==> src/rtl/hazard_stall_ctrl_pkg.sv <==
// Shared pipeline types for the hazard/stall controller.
// State encoding, register-index width and stall counter width.
package hazard_stall_ctrl_pkg;

    localparam int REG_W   = 5;
    localparam int STALL_W = 16;

    typedef logic [REG_W-1:0] reg_idx_t;

    typedef enum logic [1:0] {
        RUN   = 2'd0,
        FLUSH = 2'd1,
        WAIT  = 2'd2
    } state_t;

    typedef struct packed {
        logic pc_write;
        logic ifid_write;
        logic ifid_flush;
        logic idex_bubble;
    } ctl_t;

    function automatic logic [7:0] sat_inc8(input logic [7:0] v);
        return (v == 8'hFF) ? v : v + 8'd1;
    endfunction

endpackage

==> src/rtl/hazard_stall_ctrl_if.sv <==
// Pipeline-side bundle between the ID/EX datapath and the stall controller.
// master = pipeline datapath, slave = controller.
interface hazard_stall_ctrl_if;
    import hazard_stall_ctrl_pkg::*;

    reg_idx_t             id_rs;
    reg_idx_t             id_rt;
    logic                 id_uses_rt;
    logic                 ex_mem_read;
    reg_idx_t             ex_rt;
    logic                 ex_branch_taken;
    logic                 ext_stall;
    logic                 pc_write;
    logic                 ifid_write;
    logic                 ifid_flush;
    logic                 idex_bubble;
    logic [STALL_W-1:0]   stall_cycles;
    logic                 stall_timeout;

    modport master (
        output id_rs, id_rt, id_uses_rt,
        output ex_mem_read, ex_rt,
        output ex_branch_taken, ext_stall,
        input  pc_write, ifid_write,
        input  ifid_flush, idex_bubble,
        input  stall_cycles, stall_timeout
    );

    modport slave (
        input  id_rs, id_rt, id_uses_rt,
        input  ex_mem_read, ex_rt,
        input  ex_branch_taken, ext_stall,
        output pc_write, ifid_write,
        output ifid_flush, idex_bubble,
        output stall_cycles, stall_timeout
    );

endinterface

==> src/rtl/hazard_stall_ctrl_hazard_detect.sv <==
// Load-use comparator: a load in EX feeding a source of the ID instruction.
// Purely combinational so the forwarding unit can reuse it.
module hazard_detect
    import hazard_stall_ctrl_pkg::*;
(
    input  reg_idx_t id_rs,
    input  reg_idx_t id_rt,
    input  logic     id_uses_rt,
    input  logic     ex_mem_read,
    input  reg_idx_t ex_rt,
    output logic     lu
);

    logic rs_hit;
    logic rt_hit;

    assign rs_hit = (ex_rt == id_rs);
    assign rt_hit = id_uses_rt & (ex_rt == id_rt);

    // $zero writes are discarded, so they never create a dependency
    assign lu = ex_mem_read & (ex_rt != '0) & (rs_hit | rt_hit);

endmodule

==> src/rtl/hazard_stall_ctrl.sv <==
// IF/ID and ID/EX sequencing: load-use stalls, branch flushes, memory waits.
// Mealy outputs; stall and timeout bookkeeping for the front end.
module hazard_stall_ctrl
    import hazard_stall_ctrl_pkg::*;
#(
    parameter int BRANCH_PENALTY = 2,
    parameter int WAIT_LIMIT     = 255
) (
    input  logic         clk,
    input  logic         rst_n,
    hazard_stall_ctrl_if.slave bus
);

    localparam int CW = (BRANCH_PENALTY > 1) ? $clog2(BRANCH_PENALTY) : 1;
    localparam logic [CW-1:0] CNT_LOAD = CW'(BRANCH_PENALTY - 1);
    localparam logic [7:0]    WLIM     = 8'(WAIT_LIMIT);

    state_t             state;
    state_t             state_n;
    logic [CW-1:0]      cnt;
    logic [CW-1:0]      cnt_n;
    logic [7:0]         wcnt;
    logic [7:0]         wcnt_n;
    logic [STALL_W-1:0] sc;
    logic               tmo;
    logic               tmo_n;
    logic               lu;
    logic               do_flush;
    logic               do_hold;
    logic               sel_br;
    logic               sel_fl;
    logic               sel_st;
    ctl_t               ctl;

    hazard_detect u_hd (
        .id_rs       (bus.id_rs),
        .id_rt       (bus.id_rt),
        .id_uses_rt  (bus.id_uses_rt),
        .ex_mem_read (bus.ex_mem_read),
        .ex_rt       (bus.ex_rt),
        .lu          (lu)
    );

    assign do_flush = bus.ex_branch_taken | (state == FLUSH);
    assign do_hold  = ~do_flush & (bus.ext_stall | lu);

    assign sel_br = bus.ex_branch_taken;
    assign sel_fl = ~bus.ex_branch_taken & (state == FLUSH);
    assign sel_st = ~bus.ex_branch_taken & (state != FLUSH)
                  & bus.ext_stall;

    always_ff @(posedge clk or negedge rst_n) begin
        if (!rst_n) begin
            state <= RUN;
            cnt   <= '0;
            wcnt  <= '0;
            sc    <= '0;
            tmo   <= 1'b0;
        end else begin
            state <= state_n;
            cnt   <= cnt_n;
            wcnt  <= wcnt_n;
            tmo   <= tmo_n;
            if (!ctl.pc_write && sc != '1)
                sc <= sc + STALL_W'(1);
        end
    end

    always_comb begin
        state_n = state;
        cnt_n   = cnt;
        wcnt_n  = wcnt;
        tmo_n   = tmo;
        unique case (1'b1)
            sel_br: begin
                state_n = (BRANCH_PENALTY > 1) ? FLUSH : RUN;
                cnt_n   = CNT_LOAD;
                wcnt_n  = '0;
            end
            sel_fl: begin
                cnt_n = cnt - CW'(1);
                if (cnt == CW'(1))
                    state_n = RUN;
            end
            sel_st: begin
                state_n = WAIT;
                wcnt_n  = (state == WAIT) ? sat_inc8(wcnt) : 8'd1;
                if (wcnt_n >= WLIM)
                    tmo_n = 1'b1;
            end
            default: begin
                state_n = RUN;
                wcnt_n  = '0;
            end
        endcase
    end

    // reset holds the front end frozen and ID/EX bubbled
    always_comb begin
        ctl = 4'b1100;
        if (!rst_n) begin
            ctl = 4'b0011;
        end else begin
            unique case (1'b1)
                do_flush: ctl = 4'b1111;
                do_hold:  ctl = 4'b0001;
                default:  ctl = 4'b1100;
            endcase
        end
    end

    assign bus.pc_write      = ctl.pc_write;
    assign bus.ifid_write    = ctl.ifid_write;
    assign bus.ifid_flush    = ctl.ifid_flush;
    assign bus.idex_bubble   = ctl.idex_bubble;
    assign bus.stall_cycles  = sc;
    assign bus.stall_timeout = tmo;

endmodule

==> src/flat_wrapper.sv <==
// flat-port wrapper written by rule: the top's interface ports become plain ports
module hazard_stall_ctrl_flat import hazard_stall_ctrl_pkg::*;
#(
    parameter int BRANCH_PENALTY = 2,
    parameter int WAIT_LIMIT     = 255
)
  (clk, rst_n, bus_id_rs, bus_id_rt, bus_id_uses_rt, bus_ex_mem_read, bus_ex_rt, bus_ex_branch_taken, bus_ext_stall, bus_pc_write, bus_ifid_write, bus_ifid_flush, bus_idex_bubble, bus_stall_cycles, bus_stall_timeout);
  hazard_stall_ctrl_if bus_i ();
  input  logic clk;
  input  logic rst_n;
  input wire logic [$bits(bus_i.id_rs)-1:0] bus_id_rs;
  input wire logic [$bits(bus_i.id_rt)-1:0] bus_id_rt;
  input wire logic [$bits(bus_i.id_uses_rt)-1:0] bus_id_uses_rt;
  input wire logic [$bits(bus_i.ex_mem_read)-1:0] bus_ex_mem_read;
  input wire logic [$bits(bus_i.ex_rt)-1:0] bus_ex_rt;
  input wire logic [$bits(bus_i.ex_branch_taken)-1:0] bus_ex_branch_taken;
  input wire logic [$bits(bus_i.ext_stall)-1:0] bus_ext_stall;
  output wire logic [$bits(bus_i.pc_write)-1:0] bus_pc_write;
  output wire logic [$bits(bus_i.ifid_write)-1:0] bus_ifid_write;
  output wire logic [$bits(bus_i.ifid_flush)-1:0] bus_ifid_flush;
  output wire logic [$bits(bus_i.idex_bubble)-1:0] bus_idex_bubble;
  output wire logic [$bits(bus_i.stall_cycles)-1:0] bus_stall_cycles;
  output wire logic [$bits(bus_i.stall_timeout)-1:0] bus_stall_timeout;
  assign bus_i.id_rs = bus_id_rs;
  assign bus_i.id_rt = bus_id_rt;
  assign bus_i.id_uses_rt = bus_id_uses_rt;
  assign bus_i.ex_mem_read = bus_ex_mem_read;
  assign bus_i.ex_rt = bus_ex_rt;
  assign bus_i.ex_branch_taken = bus_ex_branch_taken;
  assign bus_i.ext_stall = bus_ext_stall;
  assign bus_pc_write = bus_i.pc_write;
  assign bus_ifid_write = bus_i.ifid_write;
  assign bus_ifid_flush = bus_i.ifid_flush;
  assign bus_idex_bubble = bus_i.idex_bubble;
  assign bus_stall_cycles = bus_i.stall_cycles;
  assign bus_stall_timeout = bus_i.stall_timeout;
  hazard_stall_ctrl #(.BRANCH_PENALTY(BRANCH_PENALTY), .WAIT_LIMIT(WAIT_LIMIT)) u_core (.clk(clk), .rst_n(rst_n), .bus(bus_i));
endmodule
==> config.mk <==
export PLATFORM = sky130hd
export DESIGN_NAME = hazard_stall_ctrl_flat
export DESIGN_NICKNAME = d
export VERILOG_FILES = /design/src/rtl/hazard_stall_ctrl_pkg.sv /design/src/rtl/hazard_stall_ctrl_if.sv /design/src/rtl/hazard_stall_ctrl_hazard_detect.sv /design/src/rtl/hazard_stall_ctrl.sv /design/src/flat_wrapper.sv
export SDC_FILE = /design/constraint.sdc
export NUM_CORES = 1
export LEC_CHECK = 0
export CORE_ASPECT_RATIO = 1.25
export CORE_UTILIZATION = 35
export CTS_BUF_LIST = sky130_fd_sc_hd__clkbuf_16
export CTS_CLUSTER_DIAMETER = 200
export DETAILED_ROUTE_END_ITERATION = 10
export SLEW_MARGIN = 20
export SYNTH_ARGS = -nofsm -noshare
export SYNTH_HDL_FRONTEND = slang
export SYNTH_SLANG_ARGS = --single-unit
==> constraint.sdc <==
create_clock -name clk -period 4.99 [get_ports clk]
set_input_delay 0.499 -clock clk [delete_from_list [all_inputs] [get_ports clk]]
set_output_delay 0.499 -clock clk [all_outputs]
set_load 0.03 [all_outputs]
==> summary.md <==
| Metric | Value |
|---|---|
| Outcome | `finished, final reports clean` |
| Die Ht | `77.3 um` |
| Fmax | `305 MHz` |
| GRT overflow | `0` |
| Final Cell Area | `2140 um^2` |
| Area fraction of the dominant cell type after synthesis | `44.1%` |
| CP Data Arrival Time | `2.78 ns` |
| Root Buffer | `clkbuf_16` |
| Vias/cell | `5.30` |
| CTS buffer count | `3` |
| Antenna Cells | `0` |
| Area growth, synth to finish | `34.6%` |
| Req. time, crit path | `4.49 ns` |
| Post-synth EDFFs | `0` |
| Worst path most repeated cell | `clkdlybuf4s50_1` |
| Ratio of cells with drive above 1 in the final layout | `4.43%` |
| Fin nets | `227` |
| Crit-path leading delay family | `buffers and inverters` |
| Final min period | `3.28 ns` |
| Critical path class | `primary input to output pin` |
| Pwr dens | `358 nW/um^2` |
| Buffers and inverters on the worst path | `2` |
| Clock sink count | `28` |
| Main synth FF type | `dfrtp_1` |
| Worst Setup End Kind | `output pin` |
| Net count after synthesis | `189` |
| Area of the mapped netlist | `1590 um^2` |
| Crit-path max cell delay | `0.69 ns` |
| Post-Route WL | `3.74 mm` |
| Final Hold Viols | `0` |
| Mean Syn Cell Area | `9.56 um^2` |
| CTS tree | `built` |
| WL/cell | `14.3 um` |
| Worst Hold Slack | `0.488 ns` |
| # setup viols final | `0` |
| FF+latch count, synth | `28` |
| Global-route wire length before repair | `6.47 mm` |
| Maxcap violations | `0` |
| Ys Warns | `0` |
| Die area | `4810 um^2` |
| Initial core utilization | `36.2%` |
| Initial antenna violation count | `0` |
| Share of flip-flops with an asynchronous set or reset | `100%` |
| Worst Setup Start Kind | `primary input` |
| Via count | `1384` |
| Max rail drop VDD | `309 uV` |
| Die width | `62.2 um` |
| Critical-path cell list | `clkdlybuf4s50_1 -> or4_1 -> o21ai_0 -> nand3b_1 -> o21ba_2 -> clkdlybuf4s50_1` |
| Row Count | `27` |
| Post-synthesis cell count | `166` |
| Worst slew pin tran | `0.461 ns` |
| Final ANT Viol Nets | `0` |
| Leakage | `0.899 nW` |
| CORE AREA | `4390 um^2` |
| DR DRC count | `0` |
| PortBufs | `41` |
| I/O Pins | `42` |
| Post-CTS setup buffer count | `0` |
| RSZ-0062 raised after global routing | `false` |
| Largest net degree at the start of global routing | `31` |
| Placer Congestion | `0.818` |
| CP max-delay cell | `clkdlybuf4s50_1` |
| Slew HR | `69.2%` |
| Clk pin slew, worst setup/hold paths | `0.07 ns` |
| H-tree Lvls | `1` |
| Clock Latency Late Sink | `0.26 ns` |
| Final cycle utilization of the critical path | `65.7%` |
| Crit-path max FO | `4` |
| Worst min path class | `flip-flop to flip-flop` |
| Dominant cell type by area after synthesis | `dfrtp_1` |
| DP Area | `2030 um^2` |
| Filler cells | `434` |
| DP HPWL | `2.76 mm` |
| Final TNS setup | `0 ns` |
| Register area share after synthesis | `44.1%` |
| # hold bufs at CTS | `0` |
| Synth top area cells | `dfrtp_1, xnor2_1, xor2_1, nand3_1, and3_1` |
| Pre-CTS setup slack | `1.71 ns` |
| Vias in the first global route | `1416` |
| Final worst slack | `1.71 ns` |
| Post-CTS Resized | `0` |
| Total track usage | `16.6%` |
| Layout Skew | `0.00204 ns` |
| Fin. max-slew vios | `0` |
| 1st-iter DRT viols | `86` |
| Distinct cells, synth | `37` |
| Clock Tree Buf Depth | `2` |
| DRT Pass-1 Iters | `4` |
final timing paths:
| check | from | endpoint | slack [ns] | cells after the start |
|---|---|---|---|---|
| setup / recovery | bus_ex_rt[1] | bus_pc_write | 1.71 | 6 |
| max in group asynchronous | rst_n | u_core.bus.stall_cycles[11]$_DFFE_PN0P_ | 4.08 | 2 |
| hold / removal | u_core.bus.stall_timeout$_DFFE_PN0P_ | u_core.bus.stall_timeout$_DFFE_PN0P_ | 0.49 | 1 |
| hold reg to reg | u_core.bus.stall_timeout$_DFFE_PN0P_ | u_core.bus.stall_timeout$_DFFE_PN0P_ | 0.49 | 1 |
| setup reg to reg | u_core.bus.stall_cycles[2]$_DFFE_PN0P_ | u_core.bus.stall_cycles[1]$_DFFE_PN0P_ | 2.84 | 5 |
| min in group asynchronous | rst_n | u_core.wcnt[4]$_DFFE_PN0N_ | 0.63 | 2 |
sequential cells by signal, indices dropped and copies added, names as in the netlist:
| name | flops |
|---|---|
| u_core.bus.stall_cycles | 16 |
| u_core.bus.stall_timeout | 1 |
| u_core.cnt | 1 |
| u_core.state | 2 |
| u_core.wcnt | 8 |
kinds of logic after synthesis:
logic type,Yosys count,share of synthesized area (%)
buffers and inverters,12,3.62
XOR/XNOR,26,14.3
AND/OR/NAND/NOR,67,22.4
multiplexers,1,0.709
flip-flops,28,44.1
AO/OA/AOI/OAI,30,13.2
adder cells (fa/ha/maj),2,1.58
Yosys cell counts, types with 2 or more instances:
| master | number |
|---|---|
| and3_1 | 11 |
| nor2_1 | 7 |
| a31oi_1 | 3 |
| o21ai_0 | 12 |
| ha_1 | 2 |
| and4_1 | 2 |
| xnor2_1 | 15 |
| clkbuf_1 | 6 |
| nand4_1 | 6 |
| nand3_1 | 16 |
| inv_1 | 3 |
| nor3_1 | 2 |
| dfrtp_1 | 28 |
| nand2b_1 | 2 |
| xor2_1 | 11 |
| a21oi_1 | 5 |
| nand2_1 | 15 |
metrics by stage:
step	power, W	std cells	util, %
2_1_floorplan	0.000434	166	-
3_3_place_gp	0.000530	257	46.3
3_5_place_dp	0.000534	257	46.3
4_1_cts	0.000773	261	48.7
5_1_grt	0.000803	261	48.7
6_report	0.000766	261	48.7
cells in the final DEF, fill, tap and decap left out, types with 2 or more instances in the layout:
cell type	Yosys	final
a21oi_1	5	5
a31oi_1	3	3
and3_1	11	11
and4_1	2	2
clkbuf_16	0	3
clkdlybuf4s50_1	0	41
dfrtp_1	28	28
ha_1	2	2
inv_1	3	3
nand2_1	15	15
nand2b_1	2	2
nand3_1	16	16
nand4_1	6	6
nor2_1	7	7
nor3_1	2	2
o21ai_0	12	12
xnor2_1	15	15
xor2_1	11	11
layer usage:
| metal | global-route usage (%) | routed length [um] |
|---|---|---|
| met1 | 19.4 | 1610 |
| met2 | 29.7 | 1910 |
| met3 | 2.38 | 122 |
| met4 | 7.44 | 91 |
| met5 | 0 | 0 |
power by group:
part	leakage (nW)	internal, W	switching, W
Clock	0.0511	0.000160	0.0000757
Sequential	0.371	0.000259	0.0000333
Combinational	0.476	0.000107	0.000131
Total	0.899	0.000525	0.000240
cell type report:
| cell class | count | area (um^2) | area share, % |
|---|---|---|---|
| sequential | 28 | 701 | 32.8 |
| clock buffer | 3 | 75.1 | 3.51 |
| timing repair buffer | 42 | 418 | 19.6 |
| multi-input combinational | 126 | 830 | 38.8 |
| clock inverter | 1 | 30.0 | 1.41 |
| tap | 58 | 72.6 | 3.40 |
| inverter | 3 | 11.3 | 0.527 |
No activity file was read; power rests on OpenSTA's default activity.
